<file path="config.mk">
export PLATFORM = sky130hd
export DESIGN_NAME = rng_sampler
export DESIGN_NICKNAME = d
export VERILOG_FILES = /design/src/rtl/rng_sampler.sv
export SDC_FILE = /design/constraint.sdc
export NUM_CORES = 1
export LEC_CHECK = 0
export BUFFER_PORTS_ARGS = -buffer_cell sky130_fd_sc_hd__buf_4
export CORE_ASPECT_RATIO = 0.5
export CORE_MARGIN = 3
export CORE_UTILIZATION = 50
export DETAILED_ROUTE_END_ITERATION = 6
export PLACE_DENSITY_LB_ADDON = 0.05
export REMOVE_ABC_BUFFERS = 1
export SYNTH_ARGS = -nofsm -noshare
export SYNTH_HDL_FRONTEND = slang
export SYNTH_SLANG_ARGS = --single-unit
</file>
<file path="constraint.sdc">
create_clock -name clock -period 5.09 [get_ports clock]
set_clock_uncertainty 0.05 [all_clocks]
set_input_delay 0 -clock clock [delete_from_list [all_inputs] [get_ports clock]]
set_output_delay 0 -clock clock [all_outputs]
set_load 0.01 [all_outputs]
</file>
<file path="src/rtl/rng_sampler.sv">
// Samples a free-running random-word source, discards a warm-up window, runs a
// repetition-count health test and buffers accepted words in a small FIFO.
module rng_sampler #(
    parameter int DBITS     = 64,
    parameter int DEPTH     = 4,
    parameter int WARMUP    = 8,
    parameter int REP_LIMIT = 4
) (
    input  logic             clock,
    input  logic             reset_n,
    input  logic [DBITS-1:0] in_data,
    input  logic             enable,
    output logic             resp_valid,
    input  logic             resp_ready,
    output logic [DBITS-1:0] resp_data,
    output logic [1:0]       resp_status,
    output logic             fault,
    output logic [1:0]       dbg_state
);
    localparam int AW = $clog2(DEPTH);
    localparam int CW = AW + 1;
    localparam int WW = $clog2(WARMUP + 1);
    localparam int RW = $clog2(REP_LIMIT);
    localparam logic [CW-1:0] FULL_CNT = CW'(DEPTH);
    localparam logic [WW-1:0] WARM_LAST = WW'(WARMUP - 1);
    localparam logic [RW-1:0] REP_TRIP = RW'(REP_LIMIT - 2);
    localparam logic [RW-1:0] REP_SAT = RW'(REP_LIMIT - 1);

    typedef enum logic [1:0] {
        ST_WARMUP = 2'd0,
        ST_RUN    = 2'd1,
        ST_DEAD   = 2'd2
    } state_t;

    state_t           state;
    logic [DBITS-1:0] mem [DEPTH];
    logic [AW-1:0]    wr_ptr;
    logic [AW-1:0]    rd_ptr;
    logic [CW-1:0]    count;
    logic [WW-1:0]    warm_cnt;
    logic [RW-1:0]    rep;
    logic [DBITS-1:0] prev;
    logic             prev_valid;

    logic is_rep;
    logic fault_now;
    logic full;
    logic pop;
    logic push;

    // Handshake: a word transfers on every rising edge where resp_valid and
    // resp_ready are both 1; resp_data holds the head until that edge and
    // resp_valid never depends on resp_ready.
    always_comb begin
        is_rep    = enable && prev_valid && (in_data == prev);
        fault_now = is_rep && (rep == REP_TRIP);
        full      = (count == FULL_CNT);
        pop       = resp_valid && resp_ready;
        push      = enable && (state == ST_RUN) && !fault_now && !is_rep
                    && (!full || pop);
    end

    assign resp_valid = (count != '0) && (state != ST_DEAD);
    assign resp_data  = mem[rd_ptr];
    assign dbg_state  = state;

    always_comb begin
        resp_status = 2'd1;
        if (state == ST_DEAD)        resp_status = 2'd3;
        else if (state == ST_WARMUP) resp_status = 2'd0;
        else if (count != '0)        resp_status = 2'd2;
    end

    always_ff @(posedge clock or negedge reset_n) begin
        if (!reset_n) begin
            state      <= ST_WARMUP;
            wr_ptr     <= '0;
            rd_ptr     <= '0;
            count      <= '0;
            warm_cnt   <= '0;
            rep        <= '0;
            prev       <= '0;
            prev_valid <= 1'b0;
            fault      <= 1'b0;
            for (int i = 0; i < DEPTH; i++) mem[i] <= '0;
        end else begin
            if (enable) begin
                prev       <= in_data;
                prev_valid <= 1'b1;
                // Saturation only matters once DEAD, where the run keeps growing.
                if (!is_rep)             rep <= '0;
                else if (rep != REP_SAT) rep <= rep + RW'(1);
            end

            if (enable && state == ST_WARMUP) begin
                if (warm_cnt == WARM_LAST) state <= ST_RUN;
                else                       warm_cnt <= warm_cnt + WW'(1);
            end

            if (push) begin
                mem[wr_ptr] <= in_data;
                wr_ptr      <= wr_ptr + AW'(1);
            end
            if (pop) rd_ptr <= rd_ptr + AW'(1);

            if (fault_now) begin
                // Sticky: the FIFO is flushed and only reset leaves DEAD.
                fault <= 1'b1;
                state <= ST_DEAD;
                count <= '0;
            end else if (push && !pop) begin
                count <= count + CW'(1);
            end else if (pop && !push) begin
                count <= count - CW'(1);
            end
        end
    end
endmodule
</file>
# == Word-level counts from Yosys, hierarchy flattened ==
# Index checks and enable logic that the tools add are counted.
# classes
addsub,6
n_lt_le_gt_ge,3
n_eq_ne,9
muxes,17
n_bitwise,3
reduce_logical,27
# op_table
op,count
bitwise mux 256 bit,1
two-way mux 64 bit,3
binary-select mux 64 bit (select 2 bit),1
demux 64 bit (select 2 bit),1
equality test 64 bit,1
two-way mux 2 bit,8
logical AND 1 bit,13
two-way mux 3 bit,3
adder 2 x 1 -> 2 bit (second input constant),3
greater-or-equal comparator 3 bit (second input constant),2
NOT 2 -> 3 bit,2
AND reduction 2 bit,3
nonzero test 3 bit,2
zero test 1 bit,5
adder 4 x 1 -> 4 bit (second input constant),1
equality test 2 bit (second input constant),2
equality test 4 x 3 -> 1 bit (second input constant),1
inequality test 2 bit (second input constant),2
nonzero test 2 bit,2
adder 3 x 1 -> 3 bit (second input constant),1
equality test 3 bit (second input constant),1
< comparator 3 x 1 -> 1 bit (second input constant),1
subtractor 3 x 1 -> 3 bit (second input constant),1
equality test 2 x 1 -> 1 bit (second input constant),1
4 further kinds,4
# word_totals
register_bits,337
inputBits,68
output_inout_bits,70
wordCells,78

# == Depth between registers and ports, before layout ==
# depth
word_depth,12
ltp_mapped,11
mapped_depth_nobuf,10

# == Least setup slack after synthesis ==
# Ideal clock, no wire load.
# synth_path
path_kind,register to register
start,register prev[2]
end,register count[2]
setup_ns,0.078
t_arrival_ns,2.664
t_required_ns,4.962
path_slack_ns,2.298
stages_incl_launch_ff,11
n_path_buf,0
synth_period_minus_slack_ns,2.792
cell_sequence,dfrtp_1 xor2_1 nor4_1 nand3_1 or4_4 nor2_1 nor3_1 fa_1 or3_1 o32ai_1 o2bb2ai_1
# synth_via
elab_chain_len,10
elab_cells_between_ends,14
cone_classes,1 x eq/ne; 2 x mux; 11 x reduce/logical
# synth_lines
element,line,rtl
from (decl),42,logic [DBITS-1:0] prev;
from (signal assigned),88,prev <= in_data;
equality test 64 bit (*),55,is_rep = enable && prev_valid && (in_data == prev);
logical AND 1 bit (*),55,
logical AND 1 bit,56,fault_now = is_rep && (rep == REP_TRIP);
zero test 1 bit,59,push = enable && (state == ST_RUN) && !fault_now && !is_rep
logical AND 1 bit (2 in a row),59,
logical AND 1 bit,60,&& (!full || pop);
logical AND 1 bit / zero test 1 bit (equally long branches),"111, 113",
two-way mux 3 bit / logical AND 1 bit (equally long branches),"111, 113",
two-way mux 3 bit / nonzero test 3 bit (equally long branches),n/a,
to (signal assigned),112,count <= count + CW'(1);
to (signal assigned),114,count <= count - CW'(1);
to (decl),39,logic [CW-1:0] count;
# Mark *: on every way between the ends. The rest lies on a longest branch, timed or not.
# A chain may end at the register's enable or synchronous reset.

# == Worst setup path in the final report ==
# layout_path
start,register prev[2]
end,register mem[230] (netlist name)
# layout_via
elab_chain_len,7
elab_cells_between_ends,8
cone_classes,1 x eq/ne; 7 x reduce/logical
# layout_lines
element,line,rtl
equality test 64 bit (*),55,
logical AND 1 bit (*),55,
logical AND 1 bit,56,
zero test 1 bit,59,
logical AND 1 bit,59,
logical AND 1 bit (*),59,
logical AND 1 bit (*),60,
"to (signal, indexed assignment)",101,mem[wr_ptr] <= in_data;
to (decl),36,logic [DBITS-1:0] mem [DEPTH];
# Marks and branches as above.

==> metrics.md <==
| Metric | Value |
|---|---|
| Status | completed |
| Post-DP HPWL | 21800 um |
| Worst Path Max Fanout | 33 |
| Die Ht | 134 um |
| Final Routed Wirelength | 34700 um |
| DRT Pass-1 Iters | 4 |
| Seq pwr share | 37.9% |
| Hold Slack | 0.0209 ns |
| Net Sw Frac | 29.9% |
| Area growth, synth to finish | 17.6% |
| Number of synthesized flops with an enable pin | 0 |
| Top cells by area, synth | dfrtp_1 52%, mux2_4 17%, mux2_2 9.8%, mux4_2 8.9%, xor2_1 2.4% |
| Leakage | 0.00878 uW |
| Initial core utilization | 52.2% |
| First-pass GRT wire length | 57600 um |
| Mean area per synthesized cell | 16.2 um2 |
| Synth top cells by count | 337 x dfrtp_1, 180 x mux2_4, 141 x mux2_2 |
| Core area | 31200 um2 |
| ANT cells | 0 |
| DP Cell Count | 1521 |
| Global Route Usage Sum | 20.8% |
| Antenna violations before repair | 0 |
| Critical Path AT | 4.41 ns |
| Post-Syn Instances | 1004 |
| Flop and latch count out of synthesis | 337 |
| CP Data Required Time | 5.48 ns |
| Routed WL per cell | 21.2 um |
| Register area share after synthesis | 51.8% |
| Cell type with the largest total area after synthesis | dfrtp_1 |
| R2R Setup Slk | 1.07 ns |
| Max-Cap Viols | 0 |
| Proportion of layout cells with a drive suffix above 1 | 48.3% |
| Primary FF master, synth | dfrtp_1 |
| Pwr dens | 634 nW/um2 |
| # port buffers | 137 |
| Clk slew on worst S/H paths | 0.07 ns |
| Minimum clock period | 4.02 ns |
| Via density per instance | 5.54 |
| Clock latency at the later pin of the worst-skew pair | 0.56 ns |
| Worst Setup Path Type | register to register |
| Die area | 34900 um2 |
| CP endpoint kind | register |
| Internal power | 8500 uW |
| Top-count cell post-synth | dfrtp_1 |
| Logic pwr share | 42.2% |
| R2R Path End | mem[230]$_DFFE_PN0P_ |
| Max Root-Sink Buffers | 3 |
| Final setup viols | 0 |
| DRC errors left | 0 |
| CTS sink count | 337 |
| Cells on worst reg2reg path | 8 |
| Antenna viol nets, final | 0 |
| Tcrit/Tclk final | 78.9% |
| Layout fillers | 2446 |
| RSZ-0062 raised after global routing | false |
| Crit start category | register |
| Clock Power Share | 20.0% |
| Mapped Area | 16300 um2 |
| Total CTS buffers | 30 |
| Ys async rst share | 100% |
| H-tree depth | 1 |
| Vias in the first global route | 9830 |
| Worst vdd ir | 267 uV |
| I/O pin total | 138 |
| GR Overflow Total | 0 |
| Distinct cell type count after synthesis | 44 |
| Fmax | 249 MHz |
| Area fraction of the dominant cell type after synthesis | 51.8% |
| Launch point of the worst reg-to-reg path | prev[2]$_DFFE_PN0P_ |
| TritonCTS clock tree | done |
| Final hold vios | 0 |
| Die Width | 261 um |
| Starting DRT DRC Count | 577 |
| Synth warn | 0 |
| Worst slew margin | 26.5% |
| P_sw | 3630 uW |
| Slew @ Worst Pin | 1.10 ns |
| # rows | 45 |
| Detailed-route via count | 9104 |
| Setup TNS | 0 ns |
| Worst Hold Class | primary input to async pin |
| Cts repair resizes | 0 |
| GPL Wtd Cong | 0.802 |
| Layout Utilization | 61.3% |
| Largest net degree at the start of global routing | 112 |
| CTS root buffer | clkbuf_16 |
| Fin. max-slew vios | 0 |
| Final Non-Filler Cells | 1642 |
| Nets | 1273 |
-- flip-flops by register name (all words and copies together), names as in the netlist, 2 cells and up --
| signal | flops |
|---|---|
| mem | 256 |
| prev | 64 |
| dbg_state | 2 |
| count | 3 |
| rd_ptr | 2 |
| wr_ptr | 2 |
| warm_cnt | 4 |
| rep | 2 |
-- critical path: stages (launching register included) --
cell	delay, ns
dfrtp_1	0.40
xor2_1	0.18
nor4_1	0.74
nand3_1	0.16
or4_4	0.60
o21a_1	0.48
nand2_4	0.57
buf_12	0.29
mux2_2	0.37
-- metrics by stage --
stage	cell area (um2)	setup slack, ns	power [uW]
after floorplan	15800	1.74	8000
after global placement	17400	1.16	9620
after detailed placement	17400	1.12	9780
after CTS	19100	1.09	12300
after global routing	19100	0.933	12900
final	19100	1.07	12100
-- placed cells by master (no fill, tap or decap), types with 3 or more instances in the layout --
master and instances:
buf_4 142, bufinv_16 3, clkbuf_1 5, clkbuf_16 31
clkbuf_8 10, clkinv_2 4, dfrtp_1 335, dlygate4sd3_1 67
ha_1 7, inv_1 12, mux2_2 141, mux2_4 180
mux4_2 64, nand2_1 10, nand2_8 3, nand3_1 7
nand4_1 10, nor2_1 14, nor2b_1 41, nor3_1 11
nor4_1 30, o21ai_0 5, or2_2 3, xnor2_1 7
xor2_1 44
-- worst max-delay path by stage --
stage | cells past startpoint | end | startpoint
finish | 8 | mem[230]$_DFFE_PN0P_ | prev[2]$_DFFE_PN0P_
detailed placement | 8 | mem[244]$_DFFE_PN0P_ | prev[2]$_DFFE_PN0P_
global route | 8 | mem[230]$_DFFE_PN0P_ | prev[21]$_DFFE_PN0P_
CTS | 8 | mem[230]$_DFFE_PN0P_ | prev[2]$_DFFE_PN0P_
floorplan | 7 | mem[192]$_DFFE_PN0P_ | prev[2]$_DFFE_PN0P_
global placement | 8 | mem[254]$_DFFE_PN0P_ | prev[2]$_DFFE_PN0P_
-- cell type report --
| class | instances | area, um2 | share of cell area (%) |
|---|---|---|---|
| Sequential cell | 337 | 8440 | 44.1 |
| Multi-Input combinational cell | 604 | 7280 | 38.0 |
| Timing Repair Buffer | 212 | 1790 | 9.36 |
| Clock buffer | 46 | 932 | 4.87 |
| Tap cell | 423 | 529 | 2.77 |
| Clock inverter | 8 | 118 | 0.615 |
| Inverter | 12 | 45.0 | 0.235 |
-- routing by layer --
layer	wire length (um)	GRT usage, %
met1	17100	32.0
met2	16000	31.9
met3	1180	3.10
met4	461	3.50
met5	0	0
-- kinds of logic (layout without fill, tap and decap cells) --
kind of cell,count (synthesis),in the layout,synth area share [%]
mux,387,387,35.4
flops,337,337,51.8
buf+inv,63,278,3.45
simple gates,139,139,5.15
compound gates,19,19,0.792
fa+ha+maj,8,8,0.661
xor+xnor,51,51,2.75
-- repair_timing --
action,in CTS,in global routing
hold buffers,67,0
endpoints found under the hold margin,419,0
buffers inserted,0,0
-- power by group through the flow --
| stage | logic [uW] | registers, uW | clock network (uW) |
|---|---|---|---|
| 2_1_floorplan | 3550 | 4450 | 0 |
| 3_3_place_gp | 5060 | 4560 | 0 |
| 3_5_place_dp | 5140 | 4630 | 0 |
| 4_1_cts | 5200 | 4600 | 2490 |
| 5_1_grt | 5480 | 4760 | 2610 |
| 6_report | 5120 | 4600 | 2420 |
(Power assumes the default switching activity.)
